**src/rtl/butterfly_pkg.sv**
```systemverilog
// Shared types and constants for the butterfly serial-to-parallel block.
// The permuted slot order is enabled by defining BUTTERFLY_S2P_PERMUTE_EN.
package butterfly_pkg;

  typedef enum logic {
    FILL = 1'b0,
    FULL = 1'b1
  } s2p_state_e;

  // Number of word-counter bits above the slot index that feed the rotation.
  localparam int POPCNT_WIN = 8;

  function automatic logic [3:0] popcount_win(input logic [POPCNT_WIN-1:0] v);
    logic [3:0] n;
    n = '0;
    for (int i = 0; i < POPCNT_WIN; i++) begin
      n = n + {3'b000, v[i]};
    end
    return n;
  endfunction

endpackage

```
**src/rtl/butterfly_slot_calc.sv**
```systemverilog
// Maps the running word count to a frame slot: linear by default, rotated by
// the popcount of the frame-number window when BUTTERFLY_S2P_PERMUTE_EN is defined.
module butterfly_slot_calc
  import butterfly_pkg::*;
#(
  parameter int num_output = 8
) (
  input  logic [31:0]                   wcnt,
  output logic [$clog2(num_output)-1:0] slot
);

  localparam int L = $clog2(num_output);

`ifdef BUTTERFLY_S2P_PERMUTE_EN
  logic [3:0]   ones;
  logic [L+3:0] sum;
  logic         unused_bits;

  // The mod num_output falls out of keeping only the low L bits of the sum.
  always_comb begin
    ones = popcount_win(wcnt[L +: POPCNT_WIN]);
    sum  = {4'b0000, wcnt[L-1:0]} + {{L{1'b0}}, ones};
    slot = sum[L-1:0];
  end

  assign unused_bits = ^{sum[L+3:L], wcnt[31:L+POPCNT_WIN]};
`else
  logic unused_bits;

  always_comb begin
    slot = wcnt[L-1:0];
  end

  assign unused_bits = ^wcnt[31:L];
`endif

endmodule

```
**src/rtl/butterfly_s2p.sv**
```systemverilog
// Serial-to-parallel frame assembler with a parallel bypass path.
// Slot ordering is linear unless BUTTERFLY_S2P_PERMUTE_EN is defined.
module butterfly_s2p
  import butterfly_pkg::*;
#(
  parameter int data_width = 16,
  parameter int num_output = 8
) (
  input  logic                             clk,
  input  logic                             rst_n,
  input  logic                             by_pass,
  input  logic [data_width-1:0]            up_serial_dat,
  input  logic                             up_serial_vld,
  output logic                             up_serial_rdy,
  input  logic [num_output*data_width-1:0] up_parallel_dat,
  input  logic                             up_parallel_vld,
  output logic                             up_parallel_rdy,
  output logic [num_output*data_width-1:0] dn_dat,
  output logic                             dn_vld,
  input  logic                             dn_rdy,
  output s2p_state_e                       dbg_state
);

  // Handshakes: a word/frame moves on a rising clk edge where vld & rdy are
  // both high; a producer holding vld keeps its data stable until it moves.

  localparam int L = $clog2(num_output);
  localparam logic [L-1:0] LAST_IDX = L'(num_output - 1);

  s2p_state_e state_q, state_d;
  logic [31:0] wcnt_q, wcnt_d;
  logic [num_output-1:0][data_width-1:0] slots_q, slots_d;

  logic [L-1:0] wr_slot;
  logic         ser_rdy;
  logic         accept;
  logic         drain;

  butterfly_slot_calc #(
    .num_output(num_output)
  ) u_slot_calc (
    .wcnt(wcnt_q),
    .slot(wr_slot)
  );

  // While by_pass is high the serial side is frozen: no fill, no drain.
  always_comb begin
    state_d = state_q;
    wcnt_d  = wcnt_q;
    slots_d = slots_q;
    ser_rdy = (state_q == FILL) && !by_pass;
    accept  = ser_rdy && up_serial_vld;
    drain   = (state_q == FULL) && !by_pass && dn_rdy;

    if (accept) begin
      slots_d[wr_slot] = up_serial_dat;
      wcnt_d           = wcnt_q + 32'd1;
      if (wcnt_q[L-1:0] == LAST_IDX) begin
        state_d = FULL;
      end
    end

    if (drain) begin
      state_d = FILL;
    end
  end

  always_comb begin
    up_serial_rdy   = ser_rdy;
    up_parallel_rdy = by_pass && dn_rdy;
    dn_vld          = by_pass ? up_parallel_vld : (state_q == FULL);
    dn_dat          = by_pass ? up_parallel_dat : slots_q;
    dbg_state       = state_q;
  end

  always_ff @(posedge clk or negedge rst_n) begin
    if (!rst_n) begin
      state_q <= FILL;
      wcnt_q  <= '0;
      slots_q <= '0;
    end else begin
      state_q <= state_d;
      wcnt_q  <= wcnt_d;
      slots_q <= slots_d;
    end
  end

endmodule
```
**config.mk**
```make
export PLATFORM = sky130hd
export DESIGN_NAME = butterfly_s2p
export DESIGN_NICKNAME = d
export VERILOG_FILES = /design/src/rtl/butterfly_pkg.sv /design/src/rtl/butterfly_slot_calc.sv /design/src/rtl/butterfly_s2p.sv
export SDC_FILE = /design/constraint.sdc
export NUM_CORES = 1
export LEC_CHECK = 0
export ABC_CLOCK_PERIOD_IN_PS = 4900
export CORE_MARGIN = 3
export CORE_UTILIZATION = 47
export CTS_CLUSTER_SIZE = 10
export DETAILED_ROUTE_END_ITERATION = 16
export PLACE_DENSITY = 0.87
export RECOVER_POWER = 25
export SLEW_MARGIN = 30
export SYNTH_ARGS = -nofsm -noshare
export SYNTH_HDL_FRONTEND = slang
export SYNTH_SLANG_ARGS = --single-unit
export TNS_END_PERCENT = 20
```
**constraint.sdc**
```tcl
create_clock -name clk -period 4.9 [get_ports clk]
set_input_delay 0.98 -clock clk [delete_from_list [all_inputs] [get_ports clk]]
set_output_delay 0.98 -clock clk [all_outputs]
set_load 0.05 [all_outputs]
```
=== After elaboration in Yosys (flattened, before gate mapping) ===
Index checks and enable logic that the tools add are counted.

* Flip-flop bits (word level): 161
* Bits of input ports: 150
* Output and inout port bits: 132
* Logic and storage cells: 33

* Add/subtract/negate cells: 1
* Order comparisons: 2
* Equality and inequality tests: 1
* Mux-type cells: 8
* Bitwise logic cells: 1
* Reduce and logical (&&, ||, !) cells: 10

{| class="wikitable"
|+ Operators with widths
! operator !! number
|-
| $bwmux 128 || 1
|-
| $mux 128 || 1
|-
| $demux 16 s3 || 1
|-
| $add 32x1->32 const B || 1
|-
| $mux 16 || 1
|-
| $logic_and 1x1->1 || 6
|-
| $lt 3x4->1 const B || 1
|-
| $mux 1 || 4
|-
| $reduce_bool 2->1 || 2
|-
| $eq 3x3->1 const B || 1
|-
| $ge 3x1->1 const B || 1
|-
| $reduce_and 2->1 || 1
|-
| $logic_not 1->1 || 1
|-
| $not 1->1 || 1
|}

=== Depth between registers and ports, before layout ===
Gate-level depths: netlist of the first run.

* Depth in word-level cells: 5
* Gate-level depth with buffers: 6
* Gate-level depth less buffers: 4

=== By module ===
From an unflattened synthesis of the first run, not the netlist that was laid out.

* Cells, all modules: 572
* Area, all modules: 7906.3 sq um

{| class="wikitable"
|+ By module, submodules not included
! module !! times used !! cells each !! area each (sq um) !! seq. area each (sq um)
|-
| butterfly_s2p || 1 || 569 || 7883.8 || 4028.9
|-
| butterfly_slot_calc || 1 || 3 || 22.5 || 0.0
|}

=== Least setup slack after synthesis of the first run ===
No wires, ideal clock.

* Path type: input to output
* Start: input by_pass
* End: output up_serial_rdy
* Arrival: 2.166 ns
* Required time: 3.920 ns
* Path slack: 1.754 ns
* Stages: 4
* Path buffers: 3
* Path through: buf_2 > buf_2 > buf_2 > nor2_1

* Word-level cells in the longest chain between the ends: 2

{| class="wikitable"
|+ RTL lines
! item !! line !! RTL
|-
| start: declaration || butterfly_s2p.sv:11 || <nowiki>input logic by_pass,</nowiki>
|-
| $logic_not 1->1 || butterfly_s2p.sv:51 || <nowiki>ser_rdy = (state_q == FILL) && !by_pass;</nowiki>
|-
| $logic_and 1x1->1 || butterfly_s2p.sv:51 ||
|-
| end: declaration || butterfly_s2p.sv:14 || <nowiki>output logic up_serial_rdy,</nowiki>
|}

No other way between the ends.

=== Final worst setup path of the first run ===
* Start: input by_pass
* End: output dn_dat[52]

* Word-level cells in the longest chain between the ends: 1

{| class="wikitable"
|+ RTL lines
! item !! line !! RTL
|-
| $mux 128 || butterfly_s2p.sv:72 || <nowiki>dn_dat = by_pass ? up_parallel_dat : slots_q;</nowiki>
|-
| end: declaration || butterfly_s2p.sv:18 || <nowiki>output logic [num_output*data_width-1:0] dn_dat,</nowiki>
|}

No other way between the ends.

==> impl_metrics.env, run 1 <==
export IMPL_status="complete, but fails checks"
export IMPL_violations="max-capacitance violations, max-slew violations"
export IMPL_reg2reg_slack_ns=2.88
export IMPL_antennaDiodeCount=0
export IMPL_final_instance_count_excl_fill=911
export IMPL_areaGrowthSynthToFinish_pct=51.5
export IMPL_syn_num_nets=590
export IMPL_min_path_cells=1
export IMPL_wl_per_cell_um=20.5
export IMPL_drc=0
export IMPL_path_clk_slew_ns=0.05
export IMPL_cts_root_buffer="clkbuf_16"
export IMPL_cts_hold_fix_buffers=0
export IMPL_critPathArrivalTime_ns=3.01
export IMPL_critPathMaxFanout=50
export IMPL_die_w_um=126
export IMPL_ys_seq_elements=132
export IMPL_fin_nets=870
export IMPL_drive_above_1_share=0.395
export IMPL_grt_max_degree=91
export IMPL_path_buf_inv=3
export IMPL_setup_tns_final_ns=0
export IMPL_ys_flop_type="dfrtp_1"
export IMPL_yosys_warnings=0
export IMPL_yosysTopAreaCellShare=0.490
export IMPL_finalInstanceArea_mm2=0.0102
export IMPL_start_kind="input pin"
export IMPL_finalCritPeriodShare=0.813
export IMPL_period_minus_slack_ns=3.99
export IMPL_whs_ns=0.493
export IMPL_start_util=0.484
export IMPL_io_pins=282
export IMPL_dp_cells=879
export IMPL_cpPeakStageDelay_ns=0.71
export IMPL_ys_seq_area_frac=0.490
export IMPL_ys_top_cells_by_area="dfrtp_1 49%, mux2_2 35%, mux2_4 6.7%, mux2_1 3.3%, buf_2 1.1%"
export IMPL_cts_tree="done"
export IMPL_hold_violations=0
export IMPL_fmax_mhz=251
export IMPL_leakage_nw=4.43
export IMPL_rr_startpoint="dbg_state"
export IMPL_final_antenna_net_count=0
export IMPL_vdd_drop_max_uv=338
export IMPL_syn_area_per_cell_um2=15.4
export IMPL_clk_path_buf_depth=2
export IMPL_grt_pass1_vias=5328
export IMPL_port_buffers=281
export IMPL_clock_skew_ns=0.00900
export IMPL_routed_wl_um=18700
export IMPL_dieHeight_um=126
export IMPL_synthCells=438
export IMPL_synthDominantAreaCellType="dfrtp_1"
export IMPL_viasPerCell=5.19
export IMPL_worstPathCellList="buf_4 > buf_12 > mux2_2 > clkdlybuf4s50_1"
export IMPL_num_rows=43
export IMPL_clock_latency_ns=0.41
export IMPL_power_density_mw_per_mm2=590
export IMPL_track_usage=0.237
export IMPL_num_vias=4732
export IMPL_critPathTopFamily="buffers and inverters"
export IMPL_drt_initial_drc_count=227
export IMPL_synth_edf_count=0
export IMPL_drt_pass1_iterations=4
export IMPL_rsz0062_at_grt="no"
export IMPL_synth_common_cells="209 x mux2_2, 132 x dfrtp_1, 30 x mux2_4"
export IMPL_h_tree_depth=4
export IMPL_gp_congestion=0.845
export IMPL_critPathCaptureType="output port"
export IMPL_cts_resized=0
export IMPL_cts_buffers=17
export IMPL_grt_ovfl_total=0
export IMPL_synthArstFlopShare=1.00
export IMPL_grt_pass1_wl_um=29400
export IMPL_crit_type="input pin to output port"
export IMPL_ff2ff_path_depth=4
export IMPL_nFillCells=936
export IMPL_slew_headroom=-0.442
export IMPL_r2r_end="slots_q[117]"
export IMPL_antenna_found_initial=0
export IMPL_tightest_slew_ns=2.16
export IMPL_fin_ws_ns=0.914
export IMPL_drv_cap=1
export IMPL_hold_path_end="slots_q[62]"
export IMPL_finalSetupViolCount=0
export IMPL_preCtsSetupSlack_ns=0.939
export IMPL_dp_hpwl_um=14000
export IMPL_synth_most_common_cell="mux2_2"
export IMPL_ys_types=24
export IMPL_slew_viol_final=91
export IMPL_dieArea_mm2=0.0158
export IMPL_placed_area_mm2=0.00966
export IMPL_synthesis_area_mm2=0.00674
export IMPL_cts_sinks=132
export IMPL_slowest_stage="clkdlybuf4s50_1"
export IMPL_core_area_mm2=0.0139
export IMPL_hold_start="slots_q[62]"
export IMPL_hp_class="flop to flop"
export IMPL_critPathRequiredTime_ns=3.92
export IMPL_post_cts_buffers=0
## stage by stage
step,power [W],utilization
3_5_place_dp,0.00488,0.694
3_3_place_gp,0.00479,0.693
2_1_floorplan,0.00389,-
4_1_cts,0.00607,0.733
5_1_grt,0.00629,0.733
6_report,0.00602,0.733
## worst register-to-register path: stages, from the launching register on
cell and delay [ns]:
dfrtp_1 0.51, nand4b_4 0.27, nor3b_4 0.52, buf_6 0.25, mux2_2 0.36
## metal layers
layer  GRT usage  routed length [um]  part of all wire
met5           0                   0                 0
met4      0.0543                 202             0.011
met3      0.0564                 991             0.053
met2       0.415                9620              0.51
met1       0.299                7870              0.42
## cell type report
class / instances / area [um^2] / share of cell area
Tap cell: 180 / 225 / 0.0221
Multi-Input combinational cell: 281 / 3260 / 0.319
Clock inverter: 13 / 111 / 0.0109
Timing Repair Buffer: 285 / 2860 / 0.280
Inverter: 1 / 3.75 / 0.000368
Clock buffer: 19 / 443 / 0.0434
Sequential cell: 132 / 3300 / 0.324
## state kept, by name, summed over array words and instances (netlist names)
| register | cells |
|---|---|
| wcnt_q | 3 |
| dbg_state | 1 |
| slots_q | 128 |
## cell usage in the layout (no fill, tap or decap), types with 2 or more instances in the layout
master and count:
clkbuf_16 17, a31oi_1 2, ha_1 2, nand2_2 4, nand2_4 2, clkinv_4 3
clkdlybuf4s50_1 279, clkinv_2 5, clkbuf_2 2, mux2_1 20, buf_12 2, clkinvlp_4 4
mux2_2 209, mux2_4 30, and4bb_2 2, dfrtp_1 132
## how the worst max path moves through the flow
stage | startpoint | endpoint | slack (ns) | cells after the start
global route | by_pass | dn_dat[52] | 0.84 | 4
finish | by_pass | dn_dat[52] | 0.91 | 4
floorplan | by_pass | up_serial_rdy | 1.75 | 4
detailed placement | by_pass | dn_dat[51] | 0.94 | 4
global placement | by_pass | dn_dat[52] | 0.99 | 4
CTS | by_pass | dn_dat[51] | 0.92 | 4
## report_power, final
group	leakage [nW]	switching [W]	internal (W)
clock	0.264	0.000458	0.000707
combinational	2.51	0.00160	0.00131
sequential	1.65	0.000358	0.00159
total	4.43	0.00241	0.00361
## kinds of logic (layout without fill, tap and decap cells)
logic type / count (synthesis) / after routing / share of synthesized area
AOI/OAI and AO/OA: 2 / 2 / 0.00186
xor gates and xnor gates: 1 / 1 / 0.00130
adders and majority gates: 2 / 2 / 0.00371
buffers and inverters: 25 / 318 / 0.0258
DFF: 132 / 132 / 0.490
muxes: 259 / 259 / 0.449
and+or+nand+nor: 17 / 17 / 0.0277
Note: power is estimated with default switching activity, not from simulation.
==> inputs of run 2 (changes only) <==
--- a/config.mk
+++ b/config.mk
@@ -5,12 +5,12 @@
 export SDC_FILE = /design/constraint.sdc
 export NUM_CORES = 1
 export LEC_CHECK = 0
-export ABC_CLOCK_PERIOD_IN_PS = 4900
+export ABC_CLOCK_PERIOD_IN_PS = 3360
 export CORE_MARGIN = 3
-export CORE_UTILIZATION = 47
+export CORE_UTILIZATION = 39
 export CTS_CLUSTER_SIZE = 10
 export DETAILED_ROUTE_END_ITERATION = 16
-export PLACE_DENSITY = 0.87
+export PLACE_DENSITY = 0.77
 export RECOVER_POWER = 25
 export SLEW_MARGIN = 30
 export SYNTH_ARGS = -nofsm -noshare
==> constraint.sdc (replaced) <==
create_clock -name clk -period 3.36 [get_ports clk]
set_input_delay 0.672 -clock clk [delete_from_list [all_inputs] [get_ports clk]]
set_output_delay 0.672 -clock clk [all_outputs]
set_load 0.05 [all_outputs]
==> run 2 against run 1 <==
- utilization fell by 13 points
- critical endpoint is now dn_dat[6]
- first-iteration DRC count decreased by 64%
- worst hold slack improved by 0.010 ns
- sequential power increased by 45%
- the run still ends with max-capacitance violations, max-slew violations left
==> impl_metrics.env, run 2 (synthesis gave the netlist of run 1 again) <==
export IMPL_status="complete, but fails checks"
export IMPL_violations="max-capacitance violations, max-slew violations"
export IMPL_rr_startpoint="dbg_state"
export IMPL_final_antenna_net_count=0
export IMPL_cts_resized=0
export IMPL_num_vias=4651
export IMPL_setup_tns_final_ns=0
export IMPL_start_kind="input pin"
export IMPL_regMostFlops="slots_q"
export IMPL_hold_start="slots_q[68]"
export IMPL_preCtsSetupSlack_ns=0.219
export IMPL_grt_max_degree=77
export IMPL_most_common_layout_cells="209 x mux2_2, 200 x clkdlybuf4s50_1, 132 x dfrtp_1"
export IMPL_period_minus_slack_ns=3.10
export IMPL_slew_viol_final=68
export IMPL_leakage_nw=4.53
export IMPL_routed_wl_um=17900
export IMPL_fin_ws_ns=0.257
export IMPL_critPathRequiredTime_ns=2.69
export IMPL_io_pins=282
export IMPL_sequentialPowerShare=0.323
export IMPL_final_common_cell="mux2_2"
export IMPL_drc=0
export IMPL_fin_nets=871
export IMPL_ff2ff_path_depth=4
export IMPL_r2r_end="slots_q[106]"
export IMPL_die_w_um=137
export IMPL_dp_hpwl_um=13600
export IMPL_core_area_mm2=0.0168
export IMPL_reg2reg_slack_ns=1.41
export IMPL_largest_reg_flops=128
export IMPL_post_cts_buffers=0
export IMPL_num_rows=47
export IMPL_grt_pass1_vias=4914
export IMPL_track_usage=0.189
export IMPL_hold_path_end="slots_q[68]"
export IMPL_antennaDiodeCount=0
export IMPL_p_sw_frac=0.395
export IMPL_finalPower_w=0.00876
export IMPL_path_clk_slew_ns=0.05
export IMPL_cts_hold_fix_buffers=0
export IMPL_dieArea_mm2=0.0189
export IMPL_clock_latency_ns=0.41
export IMPL_p_switching_w=0.00346
export IMPL_rsz0062_at_grt="no"
export IMPL_internal_power_w=0.00529
export IMPL_viasPerCell=4.89
export IMPL_cts_tree="done"
export IMPL_critPathMaxFanout=62
export IMPL_grt_pass1_wl_um=27100
export IMPL_start_util=0.402
export IMPL_gp_congestion=0.767
export IMPL_finalCritPeriodShare=0.923
export IMPL_drt_pass1_iterations=4
export IMPL_vdd_drop_max_uv=411
export IMPL_drive_above_1_share=0.504
export IMPL_critPathCaptureType="output port"
export IMPL_clock_skew_ns=0.00445
export IMPL_drt_initial_drc_count=81
export IMPL_hold_violations=0
export IMPL_h_tree_depth=4
export IMPL_critPathArrivalTime_ns=2.43
export IMPL_dieHeight_um=137
export IMPL_clk_path_buf_depth=2
export IMPL_drv_cap=1
export IMPL_fmax_mhz=322
export IMPL_wl_per_cell_um=18.8
export IMPL_p_clk_frac=0.208
export IMPL_power_frac_comb=0.469
export IMPL_tightest_slew_ns=1.66
export IMPL_cts_root_buffer="clkbuf_16"
export IMPL_grt_ovfl_total=0
export IMPL_hp_class="flop to flop"
export IMPL_crit_type="input pin to output port"
export IMPL_areaGrowthSynthToFinish_pct=49.9
export IMPL_antenna_found_initial=0
export IMPL_power_density_mw_per_mm2=867
export IMPL_slew_headroom=-0.104
export IMPL_cts_buffers=17
export IMPL_finalSetupViolCount=0
export IMPL_min_path_cells=1
export IMPL_cts_sinks=132
export IMPL_port_buffers=281
run 2: power by group through the flow:
stage | sequential, W | clock, W | combinational [W]
after floorplan | 0.00262 | 0 | 0.00304
after global placement | 0.00283 | 0 | 0.00407
after detailed placement | 0.00286 | 0 | 0.00414
after CTS | 0.00284 | 0.00186 | 0.00416
after global routing | 0.00292 | 0.00192 | 0.00432
final | 0.00283 | 0.00182 | 0.00411
run 2: layout make-up:
cell class                 count  area (um^2)
tap                          220          275
inverter                       1         3.75
clock inverter                11          128
clock buffer                  21          470
multi-input combinational    281         3260
timing repair buffer         286         2660
fill                        1326         6660
sequential                   132         3300
run 2: critical path: stages:
cell and delay, ns:
buf_4 0.60, mux2_2 0.43, clkdlybuf4s50_1 0.70
run 2: worst max path at each step:
stage,startpoint,to,slack (ns),cells after the start
floorplan,by_pass,up_serial_rdy,0.83,4
global route,by_pass,dn_dat[117],0.18,3
detailed placement,by_pass,dn_dat[6],0.22,3
CTS,by_pass,dn_dat[6],0.23,3
global placement,by_pass,dn_dat[6],0.28,3
finish,by_pass,dn_dat[6],0.26,3
run 2: stage by stage:
stage	hold WS [ns]	util	cells	cell area, um^2
finish	0.504	0.603	952	10100
global route	0.508	0.603	952	10100
CTS	0.256	0.604	952	10100
detailed placement	0.489	0.568	920	9520
global placement	0.485	0.568	920	9520
floorplan	0.376	-	438	6740
run 2: metal layers:
layer | global-route usage | up-vias | wire length, um | share of wire
met5 | 0 | - | 0 | 0
met4 | 0.0499 | 0 | 172 | 0.0096
met3 | 0.0446 | 10 | 1090 | 0.061
met2 | 0.319 | 159 | 9010 | 0.50
met1 | 0.245 | 2310 | 7640 | 0.43
li1 | - | 2172 | - | -
==> inputs of run 3 (changes only) <==
--- a/config.mk
+++ b/config.mk
@@ -7,13 +7,14 @@
 export LEC_CHECK = 0
 export ABC_CLOCK_PERIOD_IN_PS = 3360
 export CORE_MARGIN = 3
-export CORE_UTILIZATION = 39
+export CORE_UTILIZATION = 40
+export CTS_BUF_LIST = sky130_fd_sc_hd__clkbuf_8
 export CTS_CLUSTER_SIZE = 10
 export DETAILED_ROUTE_END_ITERATION = 16
-export PLACE_DENSITY = 0.77
+export PLACE_DENSITY = 0.79
 export RECOVER_POWER = 25
 export SLEW_MARGIN = 30
 export SYNTH_ARGS = -nofsm -noshare
 export SYNTH_HDL_FRONTEND = slang
 export SYNTH_SLANG_ARGS = --single-unit
-export TNS_END_PERCENT = 20
+export TNS_END_PERCENT = 1
==> run 3 against run 2 <==
- the flow still finishes with violations (max-capacitance violations, max-slew violations)
- design area is 2.2% lower
- utilization rose by 0.83 points
- fmax up 2.7%
- critical path type unchanged
- highest routed layer unchanged
==> impl_metrics.env, run 3 (synthesis gave the netlist of run 1 again) <==
export IMPL_status="complete, but fails checks"
export IMPL_violations="max-capacitance violations, max-slew violations"
export IMPL_leakage_nw=4.48
export IMPL_grt_pass1_wl_um=28300
export IMPL_io_pins=282
export IMPL_rsz0062_at_grt="no"
export IMPL_die_w_um=136
export IMPL_num_vias=4715
export IMPL_slew_headroom=-0.112
export IMPL_rr_startpoint="dbg_state"
export IMPL_dieArea_mm2=0.0184
export IMPL_cts_resized=0
export IMPL_power_density_mw_per_mm2=832
export IMPL_largest_reg_flops=128
export IMPL_finalPower_w=0.00822
export IMPL_start_util=0.417
export IMPL_finalSetupViolCount=0
export IMPL_cts_sinks=132
export IMPL_wl_per_cell_um=19.5
export IMPL_tightest_slew_ns=1.67
export IMPL_drt_pass1_iterations=4
export IMPL_dieHeight_um=136
export IMPL_track_usage=0.202
export IMPL_antennaDiodeCount=0
export IMPL_critPathMaxFanout=52
export IMPL_viasPerCell=4.97
export IMPL_h_tree_depth=4
export IMPL_cts_buffers=17
export IMPL_clk_path_buf_depth=2
export IMPL_vdd_drop_max_uv=494
export IMPL_critPathCaptureType="output port"
export IMPL_clock_skew_ns=0.00564
export IMPL_hold_violations=0
export IMPL_slew_viol_final=69
export IMPL_whs_ns=0.495
export IMPL_crit_type="input pin to output port"
export IMPL_drive_above_1_share=0.500
export IMPL_fin_nets=872
export IMPL_path_clk_slew_ns=0.07
export IMPL_final_common_cell="mux2_2"
export IMPL_hold_start="slots_q[90]"
export IMPL_critPathRequiredTime_ns=2.69
export IMPL_grt_pass1_vias=5105
export IMPL_routed_wl_um=18500
export IMPL_grt_max_degree=70
export IMPL_drc=0
export IMPL_antenna_found_initial=0
export IMPL_grt_ovfl_total=0
export IMPL_final_antenna_net_count=0
export IMPL_fmax_mhz=331
export IMPL_most_common_layout_cells="209 x mux2_2, 198 x clkdlybuf4s50_1, 132 x dfrtp_1"
export IMPL_period_minus_slack_ns=3.02
export IMPL_reg2reg_slack_ns=1.59
export IMPL_cts_tree="done"
export IMPL_core_area_mm2=0.0162
export IMPL_drt_initial_drc_count=111
export IMPL_start_kind="input pin"
export IMPL_cts_hold_fix_buffers=0
export IMPL_hp_class="flop to flop"
export IMPL_num_rows=46
export IMPL_post_cts_buffers=0
export IMPL_areaGrowthSynthToFinish_pct=46.6
export IMPL_port_buffers=281
export IMPL_gp_congestion=0.785
export IMPL_startpoint="by_pass"
export IMPL_cts_root_buffer="clkbuf_8"
export IMPL_critPathArrivalTime_ns=2.35
export IMPL_finalCritPeriodShare=0.899
export IMPL_setup_tns_final_ns=0
export IMPL_drv_cap=1
export IMPL_regMostFlops="slots_q"
export IMPL_clock_latency_ns=0.43
export IMPL_dp_hpwl_um=14100
run 3: cell type report:
cell class | count | area (um^2)
timing repair buffer | 287 | 2660
sequential | 132 | 3300
clock buffer | 21 | 289
fill | 1255 | 6290
inverter | 1 | 3.75
tap | 216 | 270
multi-input combinational | 281 | 3260
clock inverter | 10 | 92.6
run 3: final timing paths:
path                                    end  cells past startpoint
worst min register to register  slots_q[90]                      1
min in group asynchronous       slots_q[95]                      1
worst max register to register  slots_q[45]                      3
max in group asynchronous       slots_q[98]                      2
worst max-delay path             dn_dat[29]                      3
worst min-delay path            slots_q[90]                      1
run 3: critical path, cell delays in order:
cell             delay [ns]
buf_4                  0.51
mux2_2                 0.41
clkdlybuf4s50_1        0.71
run 3: through the flow:
stage	worst slack [ns]	instances	area, um^2	util
after global placement	0.384	917	9520	0.589
final	0.338	948	9880	0.611
after detailed placement	0.325	917	9520	0.589
after global routing	0.280	948	9880	0.611
after floorplan	0.830	438	6740	-
after CTS	0.326	948	9900	0.612
run 3: layer usage:
layer | GRT usage | wire, um | part of all wire
met1 | 0.259 | 7890 | 0.43
met2 | 0.340 | 9190 | 0.50
met3 | 0.0509 | 1230 | 0.066
met4 | 0.0577 | 210 | 0.011
met5 | 0 | 0 | 0
run 3: power breakdown:
group	leakage, nW	internal (W)	switching (W)
sequential	1.65	0.00232	0.000502
combinational	2.61	0.00182	0.00230
clock	0.219	0.000716	0.000560
